--- src/rtl/mem_port_arbiter.sv ---
// Shares one single-ported memory between instruction fetch and load/store (load/store first,
// fetch starvation bounded). Define MEM_ARB_STORE_GUARD_EN to reject stores into the imem region.
module mem_port_arbiter #(
  parameter int unsigned       ADDR_W     = 32,
  parameter int unsigned       DATA_W     = 32,
  parameter int unsigned       STARVE_MAX = 4,
  parameter logic [ADDR_W-1:0] IMEM_TOP   = ADDR_W'(32'h0000_0FFF)
) (
  input  logic              clk,
  input  logic              reset,
  input  logic              if_req,
  input  logic [ADDR_W-1:0] if_addr,
  output logic              if_gnt,
  output logic              if_rvalid,
  output logic [DATA_W-1:0] if_rdata,
  input  logic              ls_req,
  input  logic              ls_we,
  input  logic [ADDR_W-1:0] ls_addr,
  input  logic [DATA_W-1:0] ls_wdata,
  output logic              ls_gnt,
  output logic              ls_rvalid,
  output logic [DATA_W-1:0] ls_rdata,
  output logic              ls_fault,
  output logic              mem_req,
  output logic              mem_we,
  output logic [ADDR_W-1:0] mem_addr,
  output logic [DATA_W-1:0] mem_wdata,
  input  logic              mem_ack,
  input  logic [DATA_W-1:0] mem_rdata
);

`ifdef MEM_ARB_STORE_GUARD_EN
  localparam bit GuardEn = 1'b1;
`else
  localparam bit GuardEn = 1'b0;
`endif
  localparam logic [3:0] StarveMax = 4'(STARVE_MAX);

  typedef enum logic [1:0] {StIdle, StBusy, StResp} state_e;

  state_e            state_q, state_d;
  logic              owner_q, owner_d;  // 1: load/store owns the port
  logic              we_q, we_d;
  logic [ADDR_W-1:0] addr_q, addr_d;
  logic [DATA_W-1:0] wdata_q, wdata_d;
  logic [3:0]        starve_q, starve_d;
  logic              fault_q, fault_d;
  logic              if_gnt_q, if_gnt_d;
  logic              ls_gnt_q, ls_gnt_d;
  logic [DATA_W-1:0] if_rdata_q, if_rdata_d;
  logic [DATA_W-1:0] ls_rdata_q, ls_rdata_d;

  logic if_pend, ls_pend, pick_ls, store_blocked;

  // A requester still shows req in its grant cycle; that request is already consumed.
  assign if_pend       = if_req & ~if_gnt_q;
  assign ls_pend       = ls_req & ~ls_gnt_q;
  assign pick_ls       = ls_pend & (~if_pend | (starve_q != StarveMax));
  assign store_blocked = GuardEn & ls_we & (ls_addr <= IMEM_TOP);

  always_comb begin
    state_d    = state_q;
    owner_d    = owner_q;
    we_d       = we_q;
    addr_d     = addr_q;
    wdata_d    = wdata_q;
    starve_d   = starve_q;
    fault_d    = fault_q;
    if_rdata_d = if_rdata_q;
    ls_rdata_d = ls_rdata_q;
    if_gnt_d   = 1'b0;
    ls_gnt_d   = 1'b0;
    case (state_q)
      StBusy: begin
        if (mem_ack) begin
          state_d = StResp;
          fault_d = 1'b0;
          if (owner_q) ls_rdata_d = we_q ? '0 : mem_rdata;
          else         if_rdata_d = mem_rdata;
        end
      end
      StIdle, StResp: begin
        state_d = StIdle;
        if (pick_ls) begin
          owner_d  = 1'b1;
          we_d     = ls_we;
          addr_d   = ls_addr;
          wdata_d  = ls_wdata;
          ls_gnt_d = 1'b1;
          if (if_pend && (starve_q < StarveMax)) starve_d = starve_q + 4'd1;
          if (store_blocked) begin
            state_d    = StResp;
            fault_d    = 1'b1;
            ls_rdata_d = '0;
          end else begin
            state_d = StBusy;
            fault_d = 1'b0;
          end
        end else if (if_pend) begin
          owner_d  = 1'b0;
          we_d     = 1'b0;
          addr_d   = if_addr;
          wdata_d  = '0;
          if_gnt_d = 1'b1;
          starve_d = '0;
          fault_d  = 1'b0;
          state_d  = StBusy;
        end
      end
      default: state_d = StIdle;
    endcase
  end

  always_ff @(posedge clk) begin
    if (reset) begin
      state_q    <= StIdle;
      owner_q    <= 1'b0;
      we_q       <= 1'b0;
      addr_q     <= '0;
      wdata_q    <= '0;
      starve_q   <= '0;
      fault_q    <= 1'b0;
      if_gnt_q   <= 1'b0;
      ls_gnt_q   <= 1'b0;
      if_rdata_q <= '0;
      ls_rdata_q <= '0;
    end else begin
      state_q    <= state_d;
      owner_q    <= owner_d;
      we_q       <= we_d;
      addr_q     <= addr_d;
      wdata_q    <= wdata_d;
      starve_q   <= starve_d;
      fault_q    <= fault_d;
      if_gnt_q   <= if_gnt_d;
      ls_gnt_q   <= ls_gnt_d;
      if_rdata_q <= if_rdata_d;
      ls_rdata_q <= ls_rdata_d;
    end
  end

  assign if_gnt    = if_gnt_q;
  assign ls_gnt    = ls_gnt_q;
  assign if_rvalid = (state_q == StResp) & ~owner_q;
  assign ls_rvalid = (state_q == StResp) & owner_q;
  assign if_rdata  = if_rdata_q;
  assign ls_rdata  = ls_rdata_q;
  assign ls_fault  = GuardEn & ls_rvalid & fault_q;
  assign mem_req   = (state_q == StBusy);
  assign mem_we    = we_q;
  assign mem_addr  = addr_q;
  assign mem_wdata = wdata_q;

endmodule

--- config.mk ---
export PLATFORM = sky130hd
export DESIGN_NAME = mem_port_arbiter
export DESIGN_NICKNAME = d
export VERILOG_FILES = /design/src/rtl/mem_port_arbiter.sv
export SDC_FILE = /design/constraint.sdc
export NUM_CORES = 1
export LEC_CHECK = 0
export ABC_CLOCK_PERIOD_IN_PS = 2700
export CORE_UTILIZATION = 45
export DETAILED_ROUTE_END_ITERATION = 10
export PLACE_DENSITY = 0.83
export SYNTH_ARGS = -nofsm -noshare
export SYNTH_HDL_FRONTEND = slang
export SYNTH_SLANG_ARGS = --single-unit
export TNS_END_PERCENT = 20
--- constraint.sdc ---
create_clock -name clk -period 2.7 [get_ports clk]
set_input_delay 0.54 -clock clk [delete_from_list [all_inputs] [get_ports clk]]
set_output_delay 0.54 -clock clk [all_outputs]
set_load 0.005 [all_outputs]
==> results.md <==
- Via count: approximately 5700
- CP max-delay cell: clkdlybuf4s50_1
- Place WS: 0.414 ns
- Critical Path AT: between 1.5 and 2 ns
- Hold Fails Final Rpt: 0
- Multi-input logic area: about 0.0026 mm^2
- Outcome: finished clean
- CTS root buf: clkbuf_16
- Worst Hold Class: reg2reg
- Number of library cell types mapped by synthesis: 34
- Critical-path cell list: nor3b_1 > clkdlybuf4s50_1
- N_diodes: 0
- Fraction of layout cells with a size suffix above 1: 0.0891
- Die height: roughly 120 um
- Vias in the first global route: 5534
- Number of fillers in the final layout: approximately 1000
- Most common cell after layout, fill and taps aside: clkdlybuf4s50_1
- Share of the synthesized area in the top cell type: 0.476
- Global Route Usage Sum: 0.263
- Tot Pwr: 0.00564 W
- First-pass DRT Iterations: 4
- Total die area: about 0.013 mm^2
- Upper clock frequency limit: 0.462 GHz
- FF-to-FF path depth: 7
- Crit path time final: approximately 2.2 ns
- Crit share post-route: 0.801
- First-pass GRT wire length: about 27000 um
- Initial DRC Count: 429
- Worst-Margin Slew: between 0.6 and 0.7 ns
- # hold bufs at CTS: 0
- Max stage delay on crit path: 0.60 ns
- Total wire length: 17600 um
- Initial antenna violation count: 0
- Clk pin slew, worst setup/hold paths: roughly 0.06 ns
- Hold Startpoint: ls_rdata[1]
- Max VDD drop: 471 uV
- CP Max Fanout: 7
- Vias per inst: ~5.2
- Remaining DRCs: 0
- Commonest cells after routing, fill and taps aside: clkdlybuf4s50_1, dfxtp_1, a21oi_1
- Setup TNS: 0 ns
- Register area share after synthesis: 0.476
- RSZ-0062 raised after global routing: no
- Post-DR wirelength/cell: around 16 um
- Post-synth ARST share: 0
- Relative slew slack: 0.567
- Setup bufs post-CTS: 0
- Ys Warns: 0
- Largest net degree at the start of global routing: slightly below 60
- Routed Antenna Nets: 0
- FF-to-FF setup slack: around 0.76 ns
- Post-synth EDFFs: 0
- Worst skew pair latency: roughly 0.41 ns
- Max-cap violations: 0
- Setup crit end kind: output port
- Setup CP Type: reg2out
- Rows: 41
- FF+latch count, synth: about 140
- Lkg Pwr: 3.34 nW
- Worst EP required: between 2 and 2.5 ns
- Worst flop-to-flop path endpoint: mem_wdata[11]
- Synth area leader: dfxtp_1
- Worst r2r src: starve_q[0]
- CTS sink cnt: approximately 140
- Synthesized netlist net count: 831
- Worst hold path stage count: 2
- Layout Cells excl Fill: about 1100
- IO buf count: ~270
- Starting Density: 0.460
- Core area: roughly 0.013 mm^2
- Power Dens Cells: 618 mW/mm^2
- Post-DP HPWL: between 10000 and 15000 um
- Clk_skew: approximately 0.0087 ns
- Placed cells: about 1100
- Clk buf depth: 2
- Post-synthesis cell count: approximately 700
- Area Growth Syn to Fin: 57.2%
- Post-CTS resize count: 0
- Worst setup margin: ~0.54 ns
- Syn Area/Cell: ~8.4 um^2
- Max-slew violation count: 0
- Fin nets: approximately 1100
- Hold Crit Endpoint: ls_rdata[1]
- Top Ports: 269
- CP Launch Type: register
- CTS tree: done
- Ys flop type: dfxtp_1
- Synthesized area: about 0.0058 mm^2
- GP Congestion: ~0.78
- CTS Buf Count: 17
- Setup-failing EPs final: 0
- Sequential cell area: 0.00276 mm^2
- End-of-flow core utilization: 0.723
- Grt total ovfl: 0
- Die W: between 100 and 150 um
- Largest cells by area after synthesis: dfxtp_1, a21oi_1, nand2_1, a211oi_2, a2111oi_0
- # H-tree levels: 4
==> per-layer routing <==
metal / global-route usage / vias up / wire, um
li1: - / 2838 / -
met1: 0.300 / 2666 / 7050
met2: 0.449 / 212 / 8750
met3: 0.0842 / 29 / 1330
met4: 0.117 / 0 / 424
met5: 0 / - / 0
==> how the worst max path moves through the flow <==
stage,start,to,slack (ns),cells past startpoint
final,owner_q,if_rvalid,0.54,2
after global routing,owner_q,if_rvalid,0.45,2
after CTS,owner_q,if_rvalid,0.50,2
after detailed placement,ls_req,mem_addr[8],0.41,6
after global placement,ls_req,mem_addr[4],0.43,6
after floorplan,starve_q[0],mem_addr[12],1.07,9
==> where the power goes <==
group	leakage [nW]	internal, W	switching, W	total (W)
sequential	1.13	0.00216	0.0000642	0.00222
clock	0.293	0.00157	0.000862	0.00243
combinational	1.92	0.000534	0.000453	0.000987
==> through the flow <==
| stage | cell area (um^2) | hold slack [ns] |
|---|---|---|
| 2_1_floorplan | 5810 | 0.448 |
| 3_3_place_gp | 8510 | 0.437 |
| 3_5_place_dp | 8510 | 0.443 |
| 4_1_cts | 9130 | 0.451 |
| 5_1_grt | 9130 | 0.466 |
| 6_report | 9130 | 0.448 |
==> cells by family after synthesis <==
logic type                 share of synthesized area
and+or+nand+nor                                0.191
adders and majority gates                    0.00431
buffers and inverters                         0.0832
AOI/OAI and AO/OA                              0.243
DFF                                            0.476
other                                       0.000646
muxes                                        0.00194
==> critical path, delay by kind of cell (launching register included) <==
| family | cells | cell delay (ns) |
|---|---|---|
| buf+inv | 1 | 0.60 |
| simple gates | 1 | 0.25 |
| flops | 1 | 0.37 |
==> state kept, by name, summed over array words and instances, names as in the netlist <==
name and flops:
if_rdata 32, state_q 2, starve_q 4, mem_wdata 32, mem_addr 32, mem_we 1
if_gnt 1, owner_q 1, ls_gnt 1, ls_rdata 32
==> layout make-up <==
cell class	count	area share
clock inverters	11	0.0186
inverters	35	0.0144
clock buffers	21	0.0494
well taps	172	0.0236
multi-input cells	456	0.281
repair buffers	282	0.310
flip-flops and latches	138	0.303
==> cell usage after synthesis, drive strengths merged, types with 2 or more instances <==
cell,count
dfxtp,138
a21oi,135
nand2,130
nor2,70
clkbuf,36
inv,35
a2111oi,33
nand3b,33
a211oi,32
buf,30
nand2b,3
a21o,2
a22o,2
ha,2
or3,2
Power figures use the tool's default switching activity.
